File: config.mk
export PLATFORM = sky130hd
export DESIGN_NAME = router_pkt_reader_flat
export DESIGN_NICKNAME = d
export VERILOG_FILES = /design/src/rtl/router_pkg.sv /design/src/rtl/router_pkt_reader_if.sv /design/src/rtl/router_sat_cnt.sv /design/src/rtl/router_pkt_reader.sv /design/src/flat_wrapper.sv
export SDC_FILE = /design/constraint.sdc
export NUM_CORES = 1
export LEC_CHECK = 0
export CELL_PAD_IN_SITES_DETAIL_PLACEMENT = 1
export CELL_PAD_IN_SITES_GLOBAL_PLACEMENT = 1
export CORE_MARGIN = 10
export CORE_UTILIZATION = 40
export CTS_BUF_LIST = sky130_fd_sc_hd__clkbuf_8
export DETAILED_ROUTE_END_ITERATION = 12
export GPL_TIMING_DRIVEN = 0
export HOLD_SLACK_MARGIN = 0.02
export PLACE_DENSITY_LB_ADDON = 0.1
export SLEW_MARGIN = 25
export SYNTH_ARGS = -nofsm -noshare
export SYNTH_HDL_FRONTEND = slang
export SYNTH_SLANG_ARGS = --single-unit
File: constraint.sdc
create_clock -name clk -period 3.4 [get_ports clk]
set_input_delay 0.68 -clock clk [delete_from_list [all_inputs] [get_ports clk]]
set_output_delay 0.68 -clock clk [all_outputs]
set_load 0.01 [all_outputs]
File: src/rtl/router_pkg.sv
// Shared router definitions: header layout {payload_len, addr}, header helpers
// and the packet reader state encoding.
package router_pkg;

  localparam int BYTE_W = 8;
  localparam int ADDR_W = 2;
  localparam int LEN_W  = 6;

  typedef enum logic [2:0] {
    IDLE,
    HDR,
    PAYLOAD,
    PARITY,
    DONE
  } state_t;

  function automatic logic [LEN_W-1:0] hdr_len(input logic [BYTE_W-1:0] hdr);
    return hdr[BYTE_W-1:ADDR_W];
  endfunction

  function automatic logic [ADDR_W-1:0] hdr_addr(input logic [BYTE_W-1:0] hdr);
    return hdr[ADDR_W-1:0];
  endfunction

  function automatic logic [BYTE_W-1:0] make_hdr(input logic [LEN_W-1:0]  len,
                                                 input logic [ADDR_W-1:0] addr);
    return {len, addr};
  endfunction

endpackage

File: src/rtl/router_pkt_reader_if.sv
// FIFO read port plus downstream payload stream of one router output port.
interface router_pkt_reader_if;
  import router_pkg::*;

  logic              fifo_empty;
  logic [BYTE_W-1:0] fifo_dout;
  logic              fifo_re;

  logic [BYTE_W-1:0] out_data;
  logic              out_valid;
  logic              out_sop;
  logic              out_eop;
  logic              out_ready;

  modport master (
    input  fifo_empty, fifo_dout, out_ready,
    output fifo_re, out_data, out_valid, out_sop, out_eop
  );

  modport slave (
    output fifo_empty, fifo_dout, out_ready,
    input  fifo_re, out_data, out_valid, out_sop, out_eop
  );

endinterface

File: src/rtl/router_sat_cnt.sv
// Saturating up-counter with increment enable; sticks at all-ones.
module router_sat_cnt #(
  parameter int W = 8
) (
  input  logic         clk,
  input  logic         rst,
  input  logic         inc,
  output logic [W-1:0] count
);

  logic [W-1:0] count_reg;

  always_ff @(posedge clk or posedge rst) begin
    if (rst) begin
      count_reg <= '0;
    end else if (inc && (count_reg != {W{1'b1}})) begin
      count_reg <= count_reg + W'(1);
    end
  end

  assign count = count_reg;

endmodule

File: src/rtl/router_pkt_reader.sv
// Drains one router output FIFO, parses header/payload/parity framing, streams
// the payload downstream and reports per-packet length, parity and address status.
module router_pkt_reader
  import router_pkg::*;
#(
  parameter logic [ADDR_W-1:0] PORT_ID = 2'd0,
  parameter int                CNT_W   = 8
) (
  input  logic                 clk,
  input  logic                 rst,
  router_pkt_reader_if.master  bus,
  output logic                 pkt_done,
  output logic [LEN_W-1:0]     pkt_len,
  output logic                 parity_err,
  output logic                 addr_err,
  output logic                 busy,
  output logic [CNT_W-1:0]     pkt_cnt,
  output logic [CNT_W-1:0]     err_cnt
);

  state_t             state_reg, state_next;
  logic               rd_pend_reg;
  logic [LEN_W-1:0]   len_reg, len_next;
  logic [LEN_W-1:0]   rem_reg, rem_next;
  logic [ADDR_W-1:0]  addr_reg, addr_next;
  logic [BYTE_W-1:0]  acc_reg, acc_next;
  logic [BYTE_W-1:0]  out_data_reg, out_data_next;
  logic               out_valid_reg, out_valid_next;
  logic               out_sop_reg, out_sop_next;
  logic               out_eop_reg, out_eop_next;
  logic [LEN_W-1:0]   pkt_len_reg, pkt_len_next;
  logic               parity_err_reg, parity_err_next;
  logic               addr_err_reg, addr_err_next;

  logic               need_byte;
  logic               out_free;
  logic               accept;
  logic               fifo_re;
  logic [BYTE_W-1:0]  dout;

  assign dout     = bus.fifo_dout;
  assign accept   = out_valid_reg && bus.out_ready;
  assign out_free = !out_valid_reg || bus.out_ready;

  // The parity byte is only fetched once the last payload byte has left the
  // output register, so DONE can never precede the eop handshake.
  always_comb begin
    need_byte = 1'b0;
    case (state_reg)
      IDLE:    need_byte = 1'b1;
      PAYLOAD: need_byte = 1'b1;
      PARITY:  need_byte = !out_valid_reg;
      default: need_byte = 1'b0;
    endcase
  end

  assign fifo_re = !rst && need_byte && !bus.fifo_empty && !rd_pend_reg &&
                   ((state_reg != PAYLOAD) || out_free);

  always_comb begin
    state_next      = state_reg;
    len_next        = len_reg;
    rem_next        = rem_reg;
    addr_next       = addr_reg;
    acc_next        = acc_reg;
    out_data_next   = out_data_reg;
    out_valid_next  = accept ? 1'b0 : out_valid_reg;
    out_sop_next    = out_sop_reg;
    out_eop_next    = out_eop_reg;
    pkt_len_next    = pkt_len_reg;
    parity_err_next = parity_err_reg;
    addr_err_next   = addr_err_reg;

    case (state_reg)
      IDLE: begin
        if (fifo_re) begin
          state_next = HDR;
        end
      end

      HDR: begin
        if (rd_pend_reg) begin
          len_next   = hdr_len(dout);
          addr_next  = hdr_addr(dout);
          rem_next   = hdr_len(dout);
          acc_next   = dout;
          state_next = (hdr_len(dout) == '0) ? PARITY : PAYLOAD;
        end
      end

      PAYLOAD: begin
        if (rd_pend_reg) begin
          out_data_next  = dout;
          out_valid_next = 1'b1;
          out_sop_next   = (rem_reg == len_reg);
          out_eop_next   = (rem_reg == LEN_W'(1));
          acc_next       = acc_reg ^ dout;
          rem_next       = rem_reg - LEN_W'(1);
          if (rem_reg == LEN_W'(1)) begin
            state_next = PARITY;
          end
        end
      end

      PARITY: begin
        if (rd_pend_reg) begin
          parity_err_next = (acc_reg != dout);
          addr_err_next   = (addr_reg != PORT_ID);
          pkt_len_next    = len_reg;
          state_next      = DONE;
        end
      end

      DONE: begin
        state_next = IDLE;
      end

      default: begin
        state_next = IDLE;
      end
    endcase
  end

  always_ff @(posedge clk or posedge rst) begin
    if (rst) begin
      state_reg      <= IDLE;
      rd_pend_reg    <= 1'b0;
      len_reg        <= '0;
      rem_reg        <= '0;
      addr_reg       <= '0;
      acc_reg        <= '0;
      out_data_reg   <= '0;
      out_valid_reg  <= 1'b0;
      out_sop_reg    <= 1'b0;
      out_eop_reg    <= 1'b0;
      pkt_len_reg    <= '0;
      parity_err_reg <= 1'b0;
      addr_err_reg   <= 1'b0;
    end else begin
      state_reg      <= state_next;
      rd_pend_reg    <= fifo_re;
      len_reg        <= len_next;
      rem_reg        <= rem_next;
      addr_reg       <= addr_next;
      acc_reg        <= acc_next;
      out_data_reg   <= out_data_next;
      out_valid_reg  <= out_valid_next;
      out_sop_reg    <= out_sop_next;
      out_eop_reg    <= out_eop_next;
      pkt_len_reg    <= pkt_len_next;
      parity_err_reg <= parity_err_next;
      addr_err_reg   <= addr_err_next;
    end
  end

  router_sat_cnt #(.W(CNT_W)) u_pkt_cnt (
    .clk   (clk),
    .rst   (rst),
    .inc   (pkt_done),
    .count (pkt_cnt)
  );

  router_sat_cnt #(.W(CNT_W)) u_err_cnt (
    .clk   (clk),
    .rst   (rst),
    .inc   (pkt_done && (parity_err_reg || addr_err_reg)),
    .count (err_cnt)
  );

  assign bus.fifo_re   = fifo_re;
  assign bus.out_data  = out_data_reg;
  assign bus.out_valid = out_valid_reg;
  assign bus.out_sop   = out_sop_reg;
  assign bus.out_eop   = out_eop_reg;

  assign pkt_done   = (state_reg == DONE);
  assign pkt_len    = pkt_len_reg;
  assign parity_err = parity_err_reg;
  assign addr_err   = addr_err_reg;
  assign busy       = (state_reg != IDLE);

endmodule

File: src/flat_wrapper.sv
// flat-port wrapper written by rule: the top's interface ports become plain ports
module router_pkt_reader_flat import router_pkg::*;
#(
  parameter logic [ADDR_W-1:0] PORT_ID = 2'd0,
  parameter int                CNT_W   = 8
)
  (clk, rst, pkt_done, pkt_len, parity_err, addr_err, busy, pkt_cnt, err_cnt, bus_fifo_empty, bus_fifo_dout, bus_out_ready, bus_fifo_re, bus_out_data, bus_out_valid, bus_out_sop, bus_out_eop);
  router_pkt_reader_if bus_i ();
  input  logic clk;
  input  logic rst;
  output logic pkt_done;
  output logic [LEN_W-1:0] pkt_len;
  output logic parity_err;
  output logic addr_err;
  output logic busy;
  output logic [CNT_W-1:0] pkt_cnt;
  output logic [CNT_W-1:0] err_cnt;
  input wire logic [$bits(bus_i.fifo_empty)-1:0] bus_fifo_empty;
  input wire logic [$bits(bus_i.fifo_dout)-1:0] bus_fifo_dout;
  input wire logic [$bits(bus_i.out_ready)-1:0] bus_out_ready;
  output wire logic [$bits(bus_i.fifo_re)-1:0] bus_fifo_re;
  output wire logic [$bits(bus_i.out_data)-1:0] bus_out_data;
  output wire logic [$bits(bus_i.out_valid)-1:0] bus_out_valid;
  output wire logic [$bits(bus_i.out_sop)-1:0] bus_out_sop;
  output wire logic [$bits(bus_i.out_eop)-1:0] bus_out_eop;
  assign bus_i.fifo_empty = bus_fifo_empty;
  assign bus_i.fifo_dout = bus_fifo_dout;
  assign bus_i.out_ready = bus_out_ready;
  assign bus_fifo_re = bus_i.fifo_re;
  assign bus_out_data = bus_i.out_data;
  assign bus_out_valid = bus_i.out_valid;
  assign bus_out_sop = bus_i.out_sop;
  assign bus_out_eop = bus_i.out_eop;
  router_pkt_reader #(.PORT_ID(PORT_ID), .CNT_W(CNT_W)) u_core (.clk(clk), .rst(rst), .bus(bus_i), .pkt_done(pkt_done), .pkt_len(pkt_len), .parity_err(parity_err), .addr_err(addr_err), .busy(busy), .pkt_cnt(pkt_cnt), .err_cnt(err_cnt));
endmodule
After elaboration in Yosys (flattened, before gate mapping)

Cells that the tools add are included.

Bits in registers: 61
Input port bits: 12
Output and inout bits: 38
Word-level logic and storage cells: 77

Add/sub/neg operators: 3
Equality and inequality tests: 15
Multiplexer cells: 17
Bitwise operators: 1
Reductions and logical operators: 26

Operators by type and width:

| cell                                                                     | number |
|---|---|
| 8-bit by 1-bit adder with 8-bit output (second input constant)           | 2 |
| 8-bit 2-to-1 mux                                                         | 2 |
| 8-bit inequality test (second input constant)                            | 2 |
| 8-bit case mux with 2 select lines                                       | 1 |
| 3-bit 2-to-1 mux                                                         | 5 |
| 6-bit 2-to-1 mux                                                         | 2 |
| 3-bit case mux with 4 select lines                                       | 1 |
| 6-bit case mux with 2 select lines                                       | 1 |
| 2-bit by 1-bit inequality test with 1-bit output (second input constant) | 5 |
| 1-bit logical AND                                                        | 8 |
| 8-bit inequality test                                                    | 1 |
| 8-bit XOR                                                                | 1 |
| 3-bit by 2-bit == test with 1-bit output (second input constant)         | 2 |
| 6-bit by 1-bit == test with 1-bit output (second input constant)         | 1 |
| 6-bit == test                                                            | 1 |
| 6-bit logical NOT                                                        | 1 |
| 2-bit AND reduction                                                      | 3 |
| 6-bit by 1-bit subtractor with 6-bit output (second input constant)      | 1 |
| 5-bit AND reduction                                                      | 1 |
| 1-bit logical NOT                                                        | 4 |
| 1-bit 2-to-1 mux                                                         | 4 |
| 2-bit nonzero test                                                       | 2 |
| 3-bit by 1-bit == test with 1-bit output (second input constant)         | 1 |
| 3-bit == test (second input constant)                                    | 1 |
| other kinds (7)                                                          | 9 |

Depth between registers and ports, before layout

Word-level depth: 9
Mapped depth: 7
Depth with buffers taken out: 6

Modules after synthesis

Synthesis repeated with hierarchy kept, for this count alone.

Cells, all modules: 322
Area total of the unflattened synthesis: 3,080.5 um^2

By module, submodules not included:

| module            | times used | cells each | area an instance (um^2) |
|---|---|---|---|
| router_pkt_reader | 1          | 246        | 2,242.2 |
| router_sat_cnt    | 2          | 38         | 419.2 |

Least setup slack after synthesis

No wires, ideal clock.

Path kind: reg-to-output
From: register u_core.state_reg[1]
To: output bus_fifo_re
Arrival time: 1.373 ns
Data required time: 2.720 ns
Setup slack: 1.347 ns
Cell stages (with the launch flop): 5
Buffers on the path: 2
Cells stage by stage: dfrtp_1 -> clkbuf_1 -> clkbuf_1 -> a21oi_1 -> nor3b_1

Longest elaborated chain between the ends: 7
Elaborated cells between the ends (all ways): 11
Those cells by class: eq/ne (3); mux (1); reduce/logical (7)

RTL lines:

| element                                                                              | RTL line                 | text |
|---|---|---|
| start, declared                                                                      | router_pkt_reader.sv:21  | `state_t state_reg, state_next;` |
| start signal, assigned                                                               | router_pkt_reader.sv:140 | `state_reg <= state_next;` |
| 3-bit by 2-bit == test with 1-bit output / 3-bit logical NOT (equally long branches) | router_pkt_reader.sv:49  | `case (state_reg)` |
| 2-bit OR reduction (no line)                                                         | --                       |  |
| 1-bit case mux with 2 select lines                                                   | router_pkt_reader.sv:49  |  |
| 1-bit logical AND (3 in a row)                                                       | router_pkt_reader.sv:57  | `assign fifo_re = !rst && need_byte && !bus.fifo_empty && !rd_pend_reg &&` |
| 1-bit logical AND *                                                                  | router_pkt_reader.sv:57  |  |
| end, declared                                                                        | flat_wrapper.sv:21       | `output wire logic [$bits(bus_i.fifo_re)-1:0] bus_fifo_re;` |

Mark *: on every way between the ends. The rest lies on a longest branch, timed or not.

Worst setup path after layout

Same ends and word-level chain as after synthesis.

==> summary.txt <==
Clock Root Buffer -> clkbuf_8
Asr flop ratio synth -> 1.000
Multi-input gate area -> 1471 µm²
Max Slew Vio Count -> 0
Most common library cells after synthesis -> 61 x dfrtp_1, 22 x a21oi_1, 20 x xor2_1, 19 x nor2_1
Final net count -> 375
N_diodes -> 0
RSZ-0062 raised after global routing -> no
Synth Flop Type -> dfrtp_1
PnR Total Power -> 3215 µW
Worst flop-to-flop path endpoint -> u_core.bus.out_data[0]$_DFFE_PP0P_
Post-route minimum period -> 3.156 ns
R2R Path Start -> u_core.state_reg[0]$_DFFE_PP0P_
CP arrival -> 2.48 ns
Fin crit share -> 0.9281
Clk_lat worst skew -> 0.36 ns
Initial antenna violation count -> 0
VDD IR-drop max -> 335.2 µV
P per Cell Area -> 802.9 nW/µm²
Share of post-route cells with drive strength above 1 -> 0.1181
Pre-Repair DR Iteration Count -> 4
Filler cell count -> 865
Largest area contributor in the netlist -> dfrtp_1
Syn nets -> 318
Reg2reg setup slack -> 1.15 ns
Hold Crit Depth -> 2
CTS tree -> yes
Area of the mapped netlist -> 3125 µm²
Crit Path Max Fanout -> 10
Post-Place Cells -> 450
Ranking of synthesized cells by area -> dfrtp_1 49%, mux2_2 6.1%, xor2_1 5.6%
Min-delay worst type -> flip-flop to flip-flop
Largest net degree at the start of global routing -> 45
Worst EP required -> 2.72 ns
Core Area -> 7647 µm²
Logic pwr share -> 0.352
Total Routing Usage GR -> 0.1586
Die Wd -> 108.4 µm
Routability cong. -> 0.8029
Drt initial violations -> 129
Final hold viol count -> 0
Worst Clk Skew -> 0.006535 ns
Vias per cell -> 5.343
Max-Cap Viols -> 0
Clock network power share -> 0.278
Outcome -> finished, final reports clean
Sequential fraction of the synthesis area -> 0.4884
DR vias -> 2,490
Design Area, Final -> 4004 µm²
Synth top area share -> 0.4884
Drc violations -> 0
Crit path launch type -> flip-flop
Worst setup EP type -> primary output
Synth-to-Final Area Change -> 28.10%
First-pass GRT wire length -> 14,590 µm
Pint -> 2101 µW
Flop pwr share -> 0.370
YS warnings -> 0
Total gr overflow -> 0
Worst Path Class, Setup -> flip-flop to primary output
CTS H-Tree Depth -> 3
CTS Buf Count -> 9
Slew @ Worst Pin -> 0.6304 ns
CTS max path bufs -> 2
Setup TNS -> 0 ns
Clock sink count -> 61
Post-CTS setup buffer count -> 0
Final cell count without fillers -> 466
Headroom to the max-slew limit -> 0.5797
DR WL/cell -> 18.52 µm
Antenna Nets Post-Route -> 0
Die H -> 108.4 µm
Crit path to -> bus_fifo_re
Seq cells post-synth -> 61
Die Area -> 11,750 µm²
Clock-pin slew on the worst setup and hold paths -> 0.08 ns
I/O Buffers -> 45
Pre-CTS WS -> 0.4452 ns
# setup viols final -> 0
Post-DP Area -> 3734 µm²
Post-CTS Hold Buffers -> 0
Syn avg cell area -> 10.35 µm²
Max Freq -> 0.3169 GHz
Worst R2R Path Depth -> 5
Row cnt -> 32
Critical path origin -> u_core.state_reg[1]$_DFFE_PP0P_
Leak Pwr -> 0.001678 µW
Post-CTS Resized -> 0
Synthesized instance count -> 302
Initial Util -> 0.4087
PnR worst setup slack -> 0.2444 ns
Cell variety after synth -> 46
Number of global-route vias before repair -> 2,701
Count leader, synth -> dfrtp_1
Reg area -> 1526 µm²
Switching Fraction -> 0.3465
Net Sw Power -> 1114 µW
Num ports -> 50
EDFF count, synth -> 0
Detailed Route WL -> 8629 µm
DP Wirelength -> 6294 µm
## placed cells by master (no fill, tap or decap), types with 7 or more instances in the layout
cell type	Yosys	layout
xor2_1	20	20
o21ai_0	14	14
nor2_1	19	19
mux2_2	17	17
nor3_1	8	8
mux2_1	7	7
clkdlybuf4s50_1	0	45
nand3_1	13	13
clkbuf_8	0	9
clkbuf_1	13	13
a21oi_1	22	22
nand2b_1	11	11
inv_1	13	12
dfrtp_1	61	61
nand2_1	17	17
## worst max-delay path: stages (launching register included)
cell	delay [ns]
dfrtp_1	0.41
clkbuf_1	0.35
clkbuf_1	0.40
a21oi_1	0.12
nor3b_1	0.25
clkdlybuf4s50_1	0.59
## how the worst min path moves through the flow
stage	start	to	slack [ns]
after CTS	u_core.bus.out_sop$_DFFE_PP0P_	u_core.bus.out_sop$_DFFE_PP0P_	0.49
final	u_core.bus.out_sop$_DFFE_PP0P_	u_core.bus.out_sop$_DFFE_PP0P_	0.49
after detailed placement	u_core.bus.out_sop$_DFFE_PP0P_	u_core.bus.out_sop$_DFFE_PP0P_	0.47
after global routing	u_core.bus.out_data[7]$_DFFE_PP0P_	u_core.bus.out_data[7]$_DFFE_PP0P_	0.52
after floorplan	u_core.addr_reg[0]$_DFFE_PP0P_	u_core.addr_reg[0]$_DFFE_PP0P_	0.48
after global placement	u_core.bus.out_data[7]$_DFFE_PP0P_	u_core.bus.out_data[7]$_DFFE_PP0P_	0.47
## cells by family after synthesis
group / count (synthesis) / synth area share
AO/OA/AOI/OAI: 65 / 0.1313
XOR/XNOR: 25 / 0.07006
multiplexers: 26 / 0.09287
buffers and inverters: 30 / 0.04084
AND/OR/NAND/NOR: 91 / 0.1605
flip-flops: 61 / 0.4884
adder cells (fa/ha/maj): 4 / 0.01601
## stage by stage
stage / util / hold slack [ns]
floorplan: - / 0.4814
global placement: 0.4843 / 0.4656
detailed placement: 0.4882 / 0.4734
CTS: 0.5236 / 0.4912
global route: 0.5236 / 0.5198
finish: 0.5236 / 0.4869
## routing by layer
layer | up-vias | routed length [µm] | GRT usage
li1 | 1192 | - | -
met1 | 1237 | 3803 | 0.1953
met2 | 49 | 4253 | 0.2603
met3 | 12 | 439 | 0.03807
met4 | 0 | 133 | 0.06591
met5 | - | 0 | 0
## power by group through the flow
stage	Sequential (µW)	Clock (µW)	Combinational [µW]
2_1_floorplan	1200	0	636
3_3_place_gp	1190	0	1090
3_5_place_dp	1200	0	1140
4_1_cts	1190	906	1150
5_1_grt	1240	937	1270
6_report	1190	894	1130
## area by class of cell
| cell class | instances | share of cell area |
|---|---|---|
| sequential | 61 | 0.3812 |
| multi-input combinational | 211 | 0.3675 |
| timing repair buffer | 46 | 0.1194 |
| clock inverter | 7 | 0.03656 |
| tap | 102 | 0.03187 |
| clock buffer | 9 | 0.03094 |
| buffer | 16 | 0.01750 |
| inverter | 14 | 0.01500 |
Note: power is estimated with default switching activity, not from simulation.
